[src/rtl/pc_watch_monitor_pkg.sv]
// Shared definitions for the PC watch monitor: FSM state encodings and the
// watch-entry kind constants used by the table and the top-level verdict logic.
package pc_watch_monitor_pkg;

  typedef enum logic [2:0] {
    StIdle    = 3'd0,
    StRun     = 3'd1,
    StPass    = 3'd2,
    StFail    = 3'd3,
    StTimeout = 3'd4
  } state_e;

  localparam logic WATCH_FAIL = 1'b0;
  localparam logic WATCH_PASS = 1'b1;

endpackage

[src/rtl/pc_watch_monitor_cam.sv]
// Watch table for the PC watch monitor: NUM_WATCH programmable entries
// (valid, kind, PC[31:2]) compared in parallel against the current PC word address.
// Ports:
//   clk, resetb      clock / async active-low reset (clears all valid bits)
//   i_we, i_idx      write strobe and entry index (out-of-range indices are dropped)
//   i_valid, i_kind  entry enable and kind (WATCH_FAIL / WATCH_PASS)
//   i_addr           entry word address PC[31:2]
//   i_pc_addr        current PC[31:2] to compare
//   o_fail_any/idx   some FAIL entry hits; lowest hitting FAIL index
//   o_pass_any/idx   some PASS entry hits; lowest hitting PASS index
module pc_watch_monitor_cam
  import pc_watch_monitor_pkg::*;
#(
  parameter int unsigned NUM_WATCH = 4,
  parameter int unsigned IDX_W     = 2
) (
  input  logic             clk,
  input  logic             resetb,
  input  logic             i_we,
  input  logic [IDX_W-1:0] i_idx,
  input  logic             i_valid,
  input  logic             i_kind,
  input  logic [29:0]      i_addr,
  input  logic [29:0]      i_pc_addr,
  output logic             o_fail_any,
  output logic [IDX_W-1:0] o_fail_idx,
  output logic             o_pass_any,
  output logic [IDX_W-1:0] o_pass_idx
);

  logic [NUM_WATCH-1:0] r_valid;
  logic [NUM_WATCH-1:0] r_kind;
  logic [29:0]          r_addr [NUM_WATCH];
  logic [NUM_WATCH-1:0] w_hit;

  always_ff @(posedge clk or negedge resetb) begin
    if (!resetb) begin
      r_valid <= '0;
      r_kind  <= '0;
      for (int i = 0; i < int'(NUM_WATCH); i++) begin
        r_addr[i] <= '0;
      end
    end else if (i_we && (32'(i_idx) < NUM_WATCH)) begin
      r_valid[i_idx] <= i_valid;
      r_kind[i_idx]  <= i_kind;
      r_addr[i_idx]  <= i_addr;
    end
  end

  always_comb begin
    for (int i = 0; i < int'(NUM_WATCH); i++) begin
      w_hit[i] = r_valid[i] && (r_addr[i] == i_pc_addr);
    end
  end

  // Scan from the top so the lowest hitting index is the last one written.
  always_comb begin
    o_fail_any = 1'b0;
    o_fail_idx = '0;
    o_pass_any = 1'b0;
    o_pass_idx = '0;
    for (int i = int'(NUM_WATCH) - 1; i >= 0; i--) begin
      if (w_hit[i] && (r_kind[i] == WATCH_FAIL)) begin
        o_fail_any = 1'b1;
        o_fail_idx = IDX_W'(i);
      end
      if (w_hit[i] && (r_kind[i] == WATCH_PASS)) begin
        o_pass_any = 1'b1;
        o_pass_idx = IDX_W'(i);
      end
    end
  end

endmodule

[src/rtl/pc_watch_monitor.sv]
// Run-verdict monitor for the rv32i core. Samples the FD-stage PC and illegal flag,
// matches the PC against a programmable PASS/FAIL watch table, enforces a cycle
// budget, and latches a sticky verdict with diagnostics.
// Ports:
//   clk, resetb        clock / async active-low reset
//   cfg_*              watch table write port (honoured in IDLE only)
//   budget             cycle budget sampled at start (0 = unlimited)
//   start, clear       begin a run / return to IDLE (clear wins)
//   pc_valid, pc,      FD-stage sample qualifier, PC and illegal-opcode flag
//   illegal
//   busy/done/pass/    state decode outputs
//   fail/timeout
//   fail_illegal,      verdict diagnostics, loaded on the verdict edge
//   hit_idx, hit_pc
//   cycles             RUN cycles elapsed, frozen after the verdict
module pc_watch_monitor
  import pc_watch_monitor_pkg::*;
#(
  parameter int unsigned NUM_WATCH = 4,
  parameter int unsigned IDX_W     = 2,
  parameter int unsigned CNT_W     = 24,
  parameter int unsigned ARM_DELAY = 2
) (
  input  logic             clk,
  input  logic             resetb,
  input  logic             cfg_we,
  input  logic [IDX_W-1:0] cfg_idx,
  input  logic             cfg_valid,
  input  logic             cfg_kind,
  input  logic [29:0]      cfg_addr,
  input  logic [CNT_W-1:0] budget,
  input  logic             start,
  input  logic             clear,
  input  logic             pc_valid,
  input  logic [31:0]      pc,
  input  logic             illegal,
  output logic             busy,
  output logic             done,
  output logic             pass,
  output logic             fail,
  output logic             timeout,
  output logic             fail_illegal,
  output logic [IDX_W-1:0] hit_idx,
  output logic [31:0]      hit_pc,
  output logic [CNT_W-1:0] cycles
);

  localparam int unsigned     ARM_W   = (ARM_DELAY < 1) ? 1 : $clog2(ARM_DELAY + 1);
  localparam logic [ARM_W-1:0] ARM_MAX = ARM_W'(ARM_DELAY);

  state_e           r_state;
  logic [CNT_W-1:0] r_cycles;
  logic [CNT_W-1:0] r_budget;
  logic [ARM_W-1:0] r_arm;
  logic             r_fail_illegal;
  logic [IDX_W-1:0] r_hit_idx;
  logic [31:0]      r_hit_pc;

  logic             w_cam_we;
  logic             w_fail_any;
  logic             w_pass_any;
  logic [IDX_W-1:0] w_fail_idx;
  logic [IDX_W-1:0] w_pass_idx;
  logic             w_armed;
  logic             w_active;
  logic             w_fail_hit;
  logic             w_illegal;
  logic             w_pass_hit;
  logic             w_timeout;
  logic             w_unused_pc;

  // Table is frozen outside IDLE so a run always sees a stable configuration.
  assign w_cam_we = cfg_we && (r_state == StIdle);

  pc_watch_monitor_cam #(
    .NUM_WATCH(NUM_WATCH),
    .IDX_W    (IDX_W)
  ) u_cam (
    .clk       (clk),
    .resetb    (resetb),
    .i_we      (w_cam_we),
    .i_idx     (cfg_idx),
    .i_valid   (cfg_valid),
    .i_kind    (cfg_kind),
    .i_addr    (cfg_addr),
    .i_pc_addr (pc[31:2]),
    .o_fail_any(w_fail_any),
    .o_fail_idx(w_fail_idx),
    .o_pass_any(w_pass_any),
    .o_pass_idx(w_pass_idx)
  );

  assign w_unused_pc = ^pc[1:0];

  assign w_armed    = (r_arm == ARM_MAX);
  assign w_active   = pc_valid && w_armed;
  assign w_fail_hit = w_active && w_fail_any;
  assign w_illegal  = w_active && illegal;
  assign w_pass_hit = w_active && w_pass_any;
  assign w_timeout  = (r_budget != '0) && (r_cycles == (r_budget - CNT_W'(1)));

  always_ff @(posedge clk or negedge resetb) begin
    if (!resetb) begin
      r_state        <= StIdle;
      r_cycles       <= '0;
      r_budget       <= '0;
      r_arm          <= '0;
      r_fail_illegal <= 1'b0;
      r_hit_idx      <= '0;
      r_hit_pc       <= '0;
    end else if (clear) begin
      r_state        <= StIdle;
      r_cycles       <= '0;
      r_arm          <= '0;
      r_fail_illegal <= 1'b0;
      r_hit_idx      <= '0;
      r_hit_pc       <= '0;
    end else begin
      case (r_state)
        StRun: begin
          if (!w_armed) begin
            r_arm <= r_arm + ARM_W'(1);
          end
          if (w_fail_hit) begin
            r_state        <= StFail;
            r_fail_illegal <= 1'b0;
            r_hit_idx      <= w_fail_idx;
            r_hit_pc       <= pc;
          end else if (w_illegal) begin
            r_state        <= StFail;
            r_fail_illegal <= 1'b1;
            r_hit_idx      <= '0;
            r_hit_pc       <= pc;
          end else if (w_pass_hit) begin
            r_state   <= StPass;
            r_hit_idx <= w_pass_idx;
            r_hit_pc  <= pc;
          end else if (w_timeout) begin
            r_state   <= StTimeout;
            r_hit_idx <= '0;
            r_hit_pc  <= '0;
          end else if (r_cycles != '1) begin
            // The verdict cycle is not counted, so cycles freezes at its last RUN value.
            r_cycles <= r_cycles + CNT_W'(1);
          end
        end
        default: begin
          // IDLE and all terminal states accept start.
          if (start) begin
            r_state        <= StRun;
            r_cycles       <= '0;
            r_budget       <= budget;
            r_arm          <= '0;
            r_fail_illegal <= 1'b0;
            r_hit_idx      <= '0;
            r_hit_pc       <= '0;
          end
        end
      endcase
    end
  end

  assign busy         = (r_state == StRun);
  assign pass         = (r_state == StPass);
  assign fail         = (r_state == StFail);
  assign timeout      = (r_state == StTimeout);
  assign done         = pass || fail || timeout;
  assign fail_illegal = r_fail_illegal;
  assign hit_idx      = r_hit_idx;
  assign hit_pc       = r_hit_pc;
  assign cycles       = r_cycles;

endmodule

[config.mk]
export PLATFORM = sky130hd
export DESIGN_NAME = pc_watch_monitor
export DESIGN_NICKNAME = d
export VERILOG_FILES = /design/src/rtl/pc_watch_monitor_pkg.sv /design/src/rtl/pc_watch_monitor_cam.sv /design/src/rtl/pc_watch_monitor.sv
export SDC_FILE = /design/constraint.sdc
export NUM_CORES = 1
export LEC_CHECK = 0
export BUFFER_PORTS_ARGS = -buffer_cell sky130_fd_sc_hd__buf_2
export CAP_MARGIN = 20
export CORE_MARGIN = 2
export CORE_UTILIZATION = 58
export CTS_CLUSTER_DIAMETER = 30
export DETAILED_ROUTE_END_ITERATION = 12
export PLACE_DENSITY = 0.91
export SLEW_MARGIN = 20
export SYNTH_ARGS = -nofsm -noshare
export SYNTH_HDL_FRONTEND = slang
export SYNTH_SLANG_ARGS = --single-unit
[constraint.sdc]
create_clock -name clk -period 4 [get_ports clk]
set_input_delay 0.2 -clock clk [delete_from_list [all_inputs] [get_ports clk]]
set_output_delay 0.2 -clock clk [all_outputs]
set_load 0.01 [all_outputs]
# [After elaboration in Yosys (flattened, before gate mapping)]
# Index checks and enable logic that the tools add are counted.
[op_classes] eq_ne=19 mul=0 n_shift=0 n_reduce_logical=30 n_mux=60 addsub=3 n_div=0 bitwise_logic=7 n_lt_le_gt_ge=4
[op_table] operator="$mux W32" count=7
[op_table] operator="$mux W24" count=8
[op_table] operator="$bwmux W120" count=1
[op_table] operator="$eq A30 B30 Y1" count=4
[op_table] operator="$demux W30 S2" count=1
[op_table] operator="$mux W2" count=18
[op_table] operator="$mux W30" count=1
[op_table] operator="$add A24 B1 Y24 const B" count=1
[op_table] operator="$eq A24 B24 Y1" count=1
[op_table] operator="$ne A24 B24 Y1 const B" count=1
[op_table] operator="$reduce_bool A24 Y1" count=1
[op_table] operator="$sub A24 B1 Y24 const B" count=1
[op_table] operator="$mux W3" count=7
[op_table] operator="$logic_and A1 B1 Y1" count=20
[op_table] operator="$ne A3 B3 Y1 const B" count=5
[op_table] operator="$mux W1" count=14
[op_table] operator="$bwmux W4" count=2
[op_table] operator="$eq A3 B2 Y1 const B" count=2
[op_table] operator="$ne A6 B2 Y1 const B" count=1
[op_table] operator="$not A1 Y1" count=6
[op_table] operator="$reduce_and A2 Y1" count=3
[op_table] operator="$reduce_and A6 Y1" count=1
[op_table] operator="$ne A4 B2 Y1 const B" count=1
[op_table] operator="$eq A3 B1 Y1 const B" count=1
[op_table] operator="other kinds (14)" count=15
[totals] input_bits=97 ramBits=0 romBits=0 latchBits=0 elab_cells=136 out_inout_bits=64 n_memories=0 reg_bits=216

# [Depth between registers and ports, before layout]
[depth] depth_word=13 ltp_mapped=15 ltp_nobuf=11

# [Modules after synthesis]
# Synthesis repeated with hierarchy kept, for this count alone.
[unflattened] hier_cells=937 hier_area_um2=11120.7
[by_module_without_submodules] module="pc_watch_monitor_cam" instances=1 seq_area_each_um2=3203.1 area_per_inst_um2=6273.5 cells_each=464
[by_module_without_submodules] module="pc_watch_monitor" instances=1 seq_area_each_um2=2202.1 area_per_inst_um2=4847.1 cells_each=473

# [Least setup slack after synthesis]
# Ideal clock, no wire load.
[synth_timing] kind="flip-flop to flip-flop" from="register r_budget[0]" to="register r_cycles[14], in the netlist cycles[14]" n_path_buf=2 path_slack_ns=0.835 arrival_time_ns=3.045 path_stages_with_launch=14 required_time_ns=3.880 setup_time_ns=0.120 synth_period_minus_slack_ns=3.165 path_cell_list="dfrtp_1 clkbuf_1 inv_1 ha_1 or4b_1 o21ai_0 a21oi_1 o21ai_0 a32o_2 nor3_2 or3_1 buf_6 or4_1 a31o_1"
[synth_between] elab_chain_len=5 elab_cells_between_ends=6 cone_classes="1 x add/sub; 2 x eq/ne; 3 x reduce/logical"
[synth_rtl] item="start, declared" line_no="pc_watch_monitor.sv:53" rtl="logic [CNT_W-1:0] r_budget;"
[synth_rtl] item="start signal, assigned" line_no="pc_watch_monitor.sv:152" rtl="r_budget <= budget;"
[synth_rtl] item="$sub A24 B1 Y24" line_no="pc_watch_monitor.sv:100" rtl="assign w_timeout = (r_budget != '0) && (r_cycles == (r_budget - CNT_W'(1)));"
[synth_rtl] item="$eq A24 B24 Y1" line_no="pc_watch_monitor.sv:100"
[synth_rtl] item="$logic_and A1 B1 Y1 (*)" line_no="pc_watch_monitor.sv:100"
[synth_rtl] item="$ne A3 B3 Y1 (no source line) (*)"
[synth_rtl] item="$reduce_and A6 Y1 (no source line) (*)"
[synth_rtl] item="end signal, assigned" line_no="pc_watch_monitor.sv:144" rtl="r_cycles <= r_cycles + CNT_W'(1);"
[synth_rtl] item="end, declared" line_no="pc_watch_monitor.sv:52" rtl="logic [CNT_W-1:0] r_cycles;"
# Every way passes the cells marked *; elsewhere a longest branch is shown, timed or not.
# A chain may end at the register's enable or synchronous reset.

# [Worst setup path in the final report]
[layout_timing] from="register u_cam.r_addr[103] (netlist name)" to="register r_state[0]"
[layout_between] elab_chain_len=10 elab_cells_between_ends=15 cone_classes="2 x eq/ne; 7 x mux; 6 x reduce/logical"
[layout_rtl] item="start, declared" line_no="pc_watch_monitor_cam.sv:33" rtl="logic [29:0] r_addr [NUM_WATCH];"
[layout_rtl] item="start signal, assigned by index" line_no="pc_watch_monitor_cam.sv:46" rtl="r_addr[i_idx] <= i_addr;"
[layout_rtl] item="$eq A30 B30 Y1 (*)" line_no="pc_watch_monitor_cam.sv:52" rtl="w_hit[i] = r_valid[i] && (r_addr[i] == i_pc_addr);"
[layout_rtl] item="$logic_and A1 B1 Y1 (*)" line_no="pc_watch_monitor_cam.sv:52"
[layout_rtl] item="$logic_and A1 B1 Y1" line_no="pc_watch_monitor_cam.sv:67" rtl="if (w_hit[i] && (r_kind[i] == WATCH_PASS)) begin"
[layout_rtl] item="$mux W1" line_no="pc_watch_monitor_cam.sv:67"
[layout_rtl] item="$logic_and A1 B1 Y1" line_no="pc_watch_monitor.sv:99" rtl="assign w_pass_hit = w_active && w_pass_any;"
[layout_rtl] item="$mux W3" line_no="pc_watch_monitor.sv:134" rtl="end else if (w_pass_hit) begin"
[layout_rtl] item="$mux W3" line_no="pc_watch_monitor.sv:129" rtl="end else if (w_illegal) begin"
[layout_rtl] item="$mux W3" line_no="pc_watch_monitor.sv:124" rtl="if (w_fail_hit) begin"
[layout_rtl] item="$mux W3" line_no="pc_watch_monitor.sv:119" rtl="case (r_state)"
[layout_rtl] item="$mux W3" line_no="pc_watch_monitor.sv:111" rtl="end else if (clear) begin"
[layout_rtl] item="end signal, assigned" line_no="pc_watch_monitor.sv:112" rtl="r_state <= StIdle;"
[layout_rtl] item="end signal, assigned" line_no="pc_watch_monitor.sv:125" rtl="r_state <= StFail;"
[layout_rtl] item="end signal, assigned" line_no="pc_watch_monitor.sv:130" rtl="r_state <= StFail;"
[layout_rtl] item="end, declared" line_no="pc_watch_monitor.sv:51" rtl="state_e r_state;"
# Marked as above.

==> results.ini <==
[status]
status = finished, violations left
violations = negative hold slack

[synth]
syn_inst = 958
synth.avg_cell_area_um2 = 11.6
synth_edf_count = 0
yosysWarnings = 0
ys_seq_area_frac = 0.487
synth_seq_cells = 216
synth_cell_types = 71
ys.flop_type = dfrtp_1
synth_top_area_share = 0.487
syn_nets = 1059
yosysTopAreaCell = dfrtp_1
netlist_area_um2 = 11100
synth-async-reset-ratio = 1.00
synth.area.top_cells = dfrtp_1 (49%), mux2_2 (15%), xnor2_1 (11%)

[layout]
stdcell_area_um2 = 14300
drive_gt1_frac = 0.352
syn_to_final_growth_pct = 28.9
utilization = 0.763
nets = 1283

[setup_path]
critPathSlowestCell = nor4_1
cp_num_buf_inv = 2
required_ns = 4.39
end_kind = flip-flop
crit_family = simple AND/OR/NAND/NOR gates
critPathMaxStageDelay_ns = 0.59
reg2reg_depth = 10
cp_cell_sequence = xnor2_1, nand4_1, nor4_1, nand3_1, o22ai_1, o41a_1, or3_1, buf_4, a211oi_1, dlygate4sd3_1
arrival_ns = 4.19
critPathKind = flip-flop to flip-flop
crit_fanout = 17
worst-path-stages = 10
start_kind = flip-flop

[drt]
dr.first_iter.drc_count = 960
wl_per_cell_um = 24.0
wl_mm = 34.9
firstDrtPassIters = 7
antenna_left = 0
drc = 0
num_vias = 9393
vias_per_cell = 6.47

[power]
clockPowerShare = 0.476
power-per-cell-area_nw_per_um2 = 571
p_sw_w = 0.00228
pwr-share-comb = 0.168
pwr-share-seq = 0.356
internal-power_w = 0.00589
ir_drop_uv = 590
switching_share = 0.280
p_leak_nw = 6.21

[placement]
postPlaceCellArea_um2 = 12100
pre_cts_ws_ns = 0.175
globalplace.congestion = 0.888
io_buffers = 160
hpwl_mm = 21.0

[die]
coreArea_um2 = 18800
io_pins = 161
die_y_um = 142
dieArea_um2 = 20300
initial_core_util = 0.592
die_x_um = 142
num_rows = 50

[clocking]
root_buffer = clkbuf_16
cts_tree = done
clockBufferDepth = 3
clk_latency_ns = 0.54
clk_pin_slew_ns = 0.06
h-tree-depth = 2
cts_buffers = 42
cts_sinks = 216

[sta]
max_slew_margin = 0.395
setup_viol = 0
worst_pin_slew_ns = 0.905
fin_crit_sh = 0.950
slew_viol_final = 0
hold_viol_final = 2
rsz0062_at_grt = false
period_minus_slack_ns = 3.80
max_freq_ghz = 0.263
worst_hold_slack_ns = -0.00440
tns_ns = 0
skew_ns = 0.0318
layout_setup_ws_ns = 0.201

[min_path]
holdCritPathClass = input port to flip-flop
hold_depth = 2

[global_routing]
grt_pass1_vias = 9834
grt_pass1_wl_mm = 54.5
track_usage = 0.348
antenna_found_initial = 0
grt_start_max_net_pins = 123
grt.overflow.total = 0

[run]
drv_cap = 0

==> final cells by class <==
class	count	area, um^2
timing repair buffer	244	1610
multi-input combinational	669	5410
sequential	216	5410
tap	234	293
clock buffer	50	1130
inverter	9	33.8
fill	1019	4460
clock inverter	28	424
antenna	1	2.50
==> cells by family (layout without fill, tap and decap cells) <==
logic type      count (synthesis)  in the layout  synth area share
simple gates                  234            234             0.120
flops                         216            216             0.487
mux                           151            151             0.153
xor+xnor                      149            149             0.118
compound gates                131            131            0.0880
buf+inv                        73            331            0.0302
fa+ha+maj                       4              4           0.00451
other cells                     0              1                 0
==> final timing paths <==
kind | from | endpoint | slack (ns)
max | u_cam.r_addr[103]$_DFFE_PN0P_ | r_state[0]$_DFFE_PN0P_ | 0.20
min | pc[13] | hit_pc[13]$_DFFE_PN0P_ | -0.004
max reg2reg | u_cam.r_addr[103]$_DFFE_PN0P_ | r_state[0]$_DFFE_PN0P_ | 0.20
min reg2reg | r_arm[1]$_DFFE_PN0P_ | r_arm[1]$_DFFE_PN0P_ | 0.50
max in group asynchronous | resetb | u_cam.r_addr[76]$_DFFE_PN0P_ | 2.53
min in group asynchronous | resetb | r_budget[6]$_DFFE_PN0P_ | 0.21
==> through the flow <==
stage,std cells,power [W]
after CTS,1448,0.00808
final,1451,0.00817
after global placement,1310,0.00404
after global routing,1450,0.00840
after floorplan,958,0.00371
after detailed placement,1310,0.00412
==> cells in the mapped netlist (4+ instances only) <==
| cell | count |
|---|---|
| mux2_2 | 150 |
| clkbuf_1 | 23 |
| a21oi_1 | 20 |
| o31ai_1 | 17 |
| nor3_1 | 16 |
| nor2_1 | 30 |
| nand3_1 | 19 |
| nand2b_1 | 5 |
| or3_1 | 9 |
| nor2b_1 | 4 |
| nand4_1 | 45 |
| nor4_1 | 12 |
| xor2_1 | 9 |
| buf_1 | 4 |
| nand2_1 | 40 |
| dfrtp_1 | 216 |
| nand3b_1 | 6 |
| ha_1 | 4 |
| a21o_1 | 4 |
| a22o_1 | 34 |
| buf_2 | 34 |
| o21ai_0 | 11 |
| inv_1 | 9 |
| and3_1 | 12 |
| a22oi_1 | 4 |
| xnor2_1 | 140 |
| or4_1 | 14 |
==> layer usage <==
layer,part of all wire,global-route usage,routed length [um],up-vias
met4,0.059,0.197,2050,0
met1,0.36,0.414,12700,4692
li1,-,-,-,3953
met5,0,0,0,-
met3,0.076,0.0612,2650,163
met2,0.50,0.598,17500,585
==> power by group through the flow <==
stage / Combinational (W) / Clock, W / Sequential [W]
6_report: 0.00137 / 0.00389 / 0.00291
4_1_cts: 0.00132 / 0.00388 / 0.00287
2_1_floorplan: 0.000902 / 0 / 0.00280
3_5_place_dp: 0.00123 / 0 / 0.00289
3_3_place_gp: 0.00119 / 0 / 0.00286
5_1_grt: 0.00145 / 0.00401 / 0.00293
==> sequential cells by signal, indices dropped and copies added, names as in the netlist <==
| signal | cells |
|---|---|
| u_cam.r_kind | 4 |
| r_budget | 24 |
| fail_illegal | 1 |
| r_state | 3 |
| u_cam.r_addr | 120 |
| r_arm | 2 |
| u_cam.r_valid | 4 |
| hit_pc | 32 |
| cycles | 24 |
| hit_idx | 2 |
==> repair_timing <==
item	CTS	global route
resized for setup	0	3
buffers inserted	0	1
endpoints found under the setup margin	0	1
hold buffers	60	0
endpoints found under the hold margin	262	0
==> cells in the final DEF, fill, tap and decap left out, types with 14 or more instances in the layout <==
cell type and instances:
dlygate4sd3_1 60, o31ai_1 17, nor3_1 14, buf_2 159, dfrtp_1 216, nor2_1 29, xnor2_1 140, or4_1 14
clkbuf_16 43, mux2_2 150, nand2_1 40, nand4_1 45, a21oi_1 20, a22o_1 34, nand3_1 18, buf_4 23
(Power assumes the default switching activity.)
